===== src/rtl/cht_shift_sequencer.sv =====
// cht_shift_sequencer
// Sequencing controller for a cht-style one-bit shift/hold register stage.
// It accepts one command at a time (CLEAR, LOAD, SHIFT_LEFT, SHIFT_RIGHT by N)
// and applies at most one shift step per cycle to the WIDTH-bit register it owns.
// When the command is done it returns the register value on a response handshake.
//
// Ports:
//   clk, rst_n           clock (rising edge), synchronous active-low reset
//   cmd_valid/cmd_ready  command handshake; cmd_ready is high only in IDLE
//   cmd_op               00 CLEAR, 01 LOAD, 10 SHIFT_LEFT, 11 SHIFT_RIGHT
//   cmd_amt              shift count N
//   cmd_data             LOAD value
//   cmd_fill             bit inserted at the vacated end on every shift step
//   rsp_valid/rsp_ready  response handshake
//   rsp_data             register value after the command
//   sel_clear            high in the cycle a CLEAR executes
//   sel_dir              1 = left, 0 = right; holds its last value
//   sel_shift            high in each cycle a shift step is applied
//   busy                 high whenever the controller is not IDLE
module cht_shift_sequencer #(
    parameter int WIDTH = 16,
    parameter int CNT_W = 5
) (
    input  logic             clk,
    input  logic             rst_n,
    input  logic             cmd_valid,
    output logic             cmd_ready,
    input  logic [1:0]       cmd_op,
    input  logic [CNT_W-1:0] cmd_amt,
    input  logic [WIDTH-1:0] cmd_data,
    input  logic             cmd_fill,
    output logic             rsp_valid,
    input  logic             rsp_ready,
    output logic [WIDTH-1:0] rsp_data,
    output logic             sel_clear,
    output logic             sel_dir,
    output logic             sel_shift,
    output logic             busy
);

    typedef enum logic [1:0] {
        ST_IDLE  = 2'd0,
        ST_EXEC  = 2'd1,
        ST_SHIFT = 2'd2,
        ST_RESP  = 2'd3
    } state_t;

    localparam logic [1:0]       OP_CLEAR = 2'b00;
    localparam logic [1:0]       OP_LOAD  = 2'b01;
    localparam logic [1:0]       OP_SHL   = 2'b10;
    localparam logic [CNT_W-1:0] CNT_ZERO = {CNT_W{1'b0}};
    localparam logic [CNT_W-1:0] CNT_ONE  = {{(CNT_W-1){1'b0}}, 1'b1};

    state_t             state_r, state_s;
    logic [1:0]         op_r, op_s;
    logic [CNT_W-1:0]   amt_r, amt_s;
    logic [CNT_W-1:0]   count_r, count_s;
    logic [WIDTH-1:0]   data_r, data_s;
    logic               fill_r, fill_s;
    logic [WIDTH-1:0]   shreg_r, shreg_s;
    logic               cmd_ready_r, cmd_ready_s;
    logic               rsp_valid_r, rsp_valid_s;
    logic [WIDTH-1:0]   rsp_data_r, rsp_data_s;
    logic               sel_clear_r, sel_clear_s;
    logic               sel_dir_r, sel_dir_s;
    logic               sel_shift_r, sel_shift_s;
    logic               busy_r, busy_s;
    logic               accept_s;

    // cmd_ready is a flop that resets low, so acceptance keys off it, not off the state.
    assign accept_s = cmd_valid & cmd_ready_r;

    // Next-state, datapath and next-cycle select values.
    always_comb begin
        state_s     = state_r;
        op_s        = op_r;
        amt_s       = amt_r;
        count_s     = count_r;
        data_s      = data_r;
        fill_s      = fill_r;
        shreg_s     = shreg_r;
        sel_clear_s = 1'b0;
        sel_shift_s = 1'b0;
        sel_dir_s   = sel_dir_r;
        case (state_r)
            ST_IDLE: begin
                if (accept_s) begin
                    op_s    = cmd_op;
                    amt_s   = cmd_amt;
                    data_s  = cmd_data;
                    fill_s  = cmd_fill;
                    state_s = ST_EXEC;
                    // Selects are registered, so they are raised one edge early
                    // to line up with the cycle that computes the update.
                    if (cmd_op == OP_CLEAR) begin
                        sel_clear_s = 1'b1;
                    end else if (cmd_op[1] && (cmd_amt != CNT_ZERO)) begin
                        sel_dir_s = (cmd_op == OP_SHL);
                    end else begin
                        sel_dir_s = sel_dir_r;
                    end
                end else begin
                    state_s = ST_IDLE;
                end
            end
            ST_EXEC: begin
                case (op_r)
                    OP_CLEAR: begin
                        shreg_s = {WIDTH{1'b0}};
                        state_s = ST_RESP;
                    end
                    OP_LOAD: begin
                        shreg_s = data_r;
                        state_s = ST_RESP;
                    end
                    default: begin
                        if (amt_r == CNT_ZERO) begin
                            state_s = ST_RESP;
                        end else begin
                            count_s     = amt_r;
                            sel_shift_s = 1'b1;
                            state_s     = ST_SHIFT;
                        end
                    end
                endcase
            end
            ST_SHIFT: begin
                if (op_r == OP_SHL) begin
                    shreg_s = {shreg_r[WIDTH-2:0], fill_r};
                end else begin
                    shreg_s = {fill_r, shreg_r[WIDTH-1:1]};
                end
                count_s = count_r - CNT_ONE;
                if (count_r == CNT_ONE) begin
                    state_s = ST_RESP;
                end else begin
                    sel_shift_s = 1'b1;
                    state_s     = ST_SHIFT;
                end
            end
            ST_RESP: begin
                if (rsp_ready) begin
                    state_s = ST_IDLE;
                end else begin
                    state_s = ST_RESP;
                end
            end
            default: begin
                state_s = ST_IDLE;
            end
        endcase
    end

    // Registered handshake and status outputs, derived from the next state.
    always_comb begin
        cmd_ready_s = (state_s == ST_IDLE);
        rsp_valid_s = (state_s == ST_RESP);
        busy_s      = (state_s != ST_IDLE);
        if (state_s == ST_RESP) begin
            rsp_data_s = shreg_s;
        end else begin
            rsp_data_s = rsp_data_r;
        end
    end

    // State, datapath and output registers with synchronous reset.
    always_ff @(posedge clk) begin
        if (!rst_n) begin
            state_r     <= ST_IDLE;
            op_r        <= 2'b00;
            amt_r       <= {CNT_W{1'b0}};
            count_r     <= {CNT_W{1'b0}};
            data_r      <= {WIDTH{1'b0}};
            fill_r      <= 1'b0;
            shreg_r     <= {WIDTH{1'b0}};
            cmd_ready_r <= 1'b0;
            rsp_valid_r <= 1'b0;
            rsp_data_r  <= {WIDTH{1'b0}};
            sel_clear_r <= 1'b0;
            sel_dir_r   <= 1'b0;
            sel_shift_r <= 1'b0;
            busy_r      <= 1'b0;
        end else begin
            state_r     <= state_s;
            op_r        <= op_s;
            amt_r       <= amt_s;
            count_r     <= count_s;
            data_r      <= data_s;
            fill_r      <= fill_s;
            shreg_r     <= shreg_s;
            cmd_ready_r <= cmd_ready_s;
            rsp_valid_r <= rsp_valid_s;
            rsp_data_r  <= rsp_data_s;
            sel_clear_r <= sel_clear_s;
            sel_dir_r   <= sel_dir_s;
            sel_shift_r <= sel_shift_s;
            busy_r      <= busy_s;
        end
    end

    assign cmd_ready = cmd_ready_r;
    assign rsp_valid = rsp_valid_r;
    assign rsp_data  = rsp_data_r;
    assign sel_clear = sel_clear_r;
    assign sel_dir   = sel_dir_r;
    assign sel_shift = sel_shift_r;
    assign busy      = busy_r;

endmodule


===== config.mk =====
export PLATFORM = sky130hd
export DESIGN_NAME = cht_shift_sequencer
export DESIGN_NICKNAME = d
export VERILOG_FILES = /design/src/rtl/cht_shift_sequencer.sv
export SDC_FILE = /design/constraint.sdc
export NUM_CORES = 1
export LEC_CHECK = 0
export BUFFER_PORTS_ARGS = -buffer_cell sky130_fd_sc_hd__buf_2
export CAP_MARGIN = 30
export CELL_PAD_IN_SITES_DETAIL_PLACEMENT = 0
export CELL_PAD_IN_SITES_GLOBAL_PLACEMENT = 2
export CORE_AREA = 2 2 101 103
export CTS_CLUSTER_SIZE = 30
export DETAILED_ROUTE_END_ITERATION = 7
export DIE_AREA = 0 0 103 105
export PLACE_DENSITY_LB_ADDON = 0.1
export SYNTH_ARGS = -nofsm -noshare
export SYNTH_HDL_FRONTEND = slang
export SYNTH_SLANG_ARGS = --single-unit
export TNS_END_PERCENT = 10

===== constraint.sdc =====
create_clock -name clk -period 2.05 [get_ports clk]
set_clock_uncertainty 0.15 [all_clocks]
set_input_delay 0 -clock clk [delete_from_list [all_inputs] [get_ports clk]]
set_output_delay 0 -clock clk [all_outputs]
set_load 0.005 [all_outputs]

==> run summary <==
status - completed
clock tree buffer depth - 2
slew margin rel. - 66.32%
Post-route DRC - 0
R2R depth - 6
Fillers - 1031
total power draw - 2.596 mW
Root Driver - clkbuf_8
total track usage - 16.50%
Setup TNS - 0 ns
n_diodes - 0
PwrDens - 651.3 nW/um^2
peak supply drop - 0.2444 mV
Clock Latency Late Sink - 0.34 ns
kind of critical path - register to register
Worst Path Arrival - 2.10 ns
synth unique cells - 37
Leak - 1.523 nW
Final period util - 95.72%
Slew Limit Fails - 0
Area contributors post-synth - dfxtp_1, nand2_1, a21boi_0, mux2i_1, and2_1
Synth Cell Area - 3118 sq um
Final Net Count - 472
clock-pin slew on the worst setup and hold paths - 0.08 ns
largest net degree at the start of global routing - 45
share of layout cells above drive strength 1 - 19.95%
RSZ-0062 raised after global routing - no
initial DRC count - 131
hold-critical path depth - 5
ys async rst share - 0%
worst hold slack - 0.1118 ns
reg2reg end - sel_clear$_SDFF_PN0_
multi-input logic area - 1558 sq um
area leader, netlist - dfxtp_1
initial antenna violation count - 0
HP Class - primary input to register
Area Overhead vs Synth - 27.85%
Worst-Margin Slew - 0.5052 ns
PortBufs - 49
Reg-to-Reg Start - state_r[0]$_SDFF_PN0_
clock sinks - 69
top-area cell type share of the netlist area - 44.30%
initial core utilization - 32.35%
Placement Cell Area - 3543 sq um
final hold vios - 0
routability congestion estimate - 0.7329
Die W - 103 um
WHS Endpoint - state_r[1]$_SDFF_PN0_
Seq/Total Area, Yosys - 44.30%
number of synthesized flops with an enable pin - 0
WL per Instance - 14.70 um
Core ar. - 9639 sq um
grt ovf - 0
#FFs+latches synth - 69
syn_area_per_cell - 8.613 sq um
Yosys warning total - 0
CP Max Fanout - 25
Max Freq - 509.6 MHz
Final Setup Violations - 0
I/O pins - 50
total routed wirelength - 8440 um
cts bufs inserted - 9
most frequent cell after synthesis - nand2_1
Max Cap Viol - 0
crit start category - register
Post-DP HPWL - 5637 um
setup repair bufs after CTS - 0
Antenna Nets Post-Route - 0
register area - 1381 sq um
hold_sp - rsp_ready
CTS H-Tree Depth - 3
global-route wire length before repair - 13750 um
most frequent cells after synthesis - nand2_1, dfxtp_1, a21boi_0
Worst Setup End Kind - register
Critical Path RT - 2.19 ns
Synthesized Nets - 396
post-DR vias/cell - 4.777
cell count after synthesis - 362
Die Height - 105 um
CTS tree - built
ys flop type - dfxtp_1
via count of the first global-routing pass - 2564
DRT Pass-1 Iters - 4
Period minus WS final - 1.962 ns
die area - 10820 sq um
vias after detailed routing - 2742
# rows - 36
post-route cell area - 3986 sq um
r2r setup slk - 0.09 ns
-- power breakdown --
part | internal, mW | total [mW] | switching [mW]
clock network | 0.419 | 0.930 | 0.511
logic | 0.129 | 0.268 | 0.139
registers | 1.37 | 1.40 | 0.0270
total | 1.92 | 2.60 | 0.677
-- logic make-up (layout without fill, tap and decap cells) --
kind of cell | count (synthesis) | count (layout) | synth area share [%]
compound gates | 91 | 91 | 19.10
fa+ha+maj | 6 | 6 | 2.408
buf+inv | 35 | 114 | 6.099
flops | 69 | 69 | 44.30
mux | 17 | 17 | 5.457
simple gates | 144 | 144 | 22.63
-- per-layer routing --
layer,part of all wire (%),vias to the layer above,global-route usage (%)
li1,-,1410,-
met1,51,1275,24.00
met2,45,46,24.40
met3,2.7,11,3.010
met4,1.3,0,5.357
met5,0,-,0
-- critical path, stage by stage, from the launching register on --
cell and delay, ns:
dfxtp_1 0.31, inv_1 0.08, ha_1 0.22, nand3_1 0.11
buf_6 0.19, nor4b_1 0.28, dlygate4sd3_1 0.58
-- sequential cells by signal, indices dropped and copies added (netlist names), 2 cells and up --
signal and count:
amt_r 5, count_r 5, data_r 16, op_r 2
rsp_data 16, shreg_r 16, state_r 2
-- layout by cell type (no fill, tap or decap), types with 2 or more instances in the layout --
cell           count
nand2_1           75
dfxtp_1           69
buf_2             49
dlygate4sd3_1     27
a21boi_0          25
o21ai_0           21
and2_1            20
o21ai_1           18
mux2i_1           17
a22oi_1           16
nand4_1           16
buf_4             11
nand3_1           10
clkbuf_8           9
inv_1              7
nor2_1             7
ha_1               6
nor2b_1            4
buf_12             4
nor3_2             3
clkinv_2           3
and3_1             2
a21oi_1            2
clkinvlp_4         2
buf_6              2
-- how the worst max path moves through the flow --
stage          slack, ns                       end  depth (start not counted)             startpoint
3_5_place_dp       -0.04  rsp_data[8]$_SDFFE_PN0N_                          7  state_r[0]$_SDFF_PN0_
4_1_cts             0.07      sel_clear$_SDFF_PN0_                          6  state_r[0]$_SDFF_PN0_
6_report            0.09      sel_clear$_SDFF_PN0_                          6  state_r[0]$_SDFF_PN0_
3_3_place_gp        0.02  rsp_data[8]$_SDFFE_PN0N_                          7  state_r[0]$_SDFF_PN0_
2_1_floorplan       0.16  rsp_data[2]$_SDFFE_PN0N_                         10  state_r[1]$_SDFF_PN0_
5_1_grt            0.003  rsp_data[8]$_SDFFE_PN0N_                          7  state_r[0]$_SDFF_PN0_
-- timing repair --
item,CTS,global route
endpoints found under the setup margin,11,17
endpoints found under the hold margin,29,0
gates cloned,0,0
gates resized for setup,1,4
hold buffers,27,0
-- stage by stage --
step           util, %  instances  setup WS, ns
5_1_grt          41.36        574      0.003255
6_report         41.36        574       0.08782
3_5_place_dp     36.76        533      -0.03754
3_3_place_gp     36.76        533       0.01560
4_1_cts          41.17        574       0.07115
2_1_floorplan        -        362        0.1557
-- layout make-up --
cell class / instances / area share [%]
Multi-Input combinational cell: 258 / 39.08
Clock inverter: 5 / 0.7533
Inverter: 7 / 0.6591
Sequential cell: 69 / 34.65
Tap cell: 133 / 4.175
Timing Repair Buffer: 93 / 17.58
Clock buffer: 9 / 3.107
(Power assumes the default switching activity.)
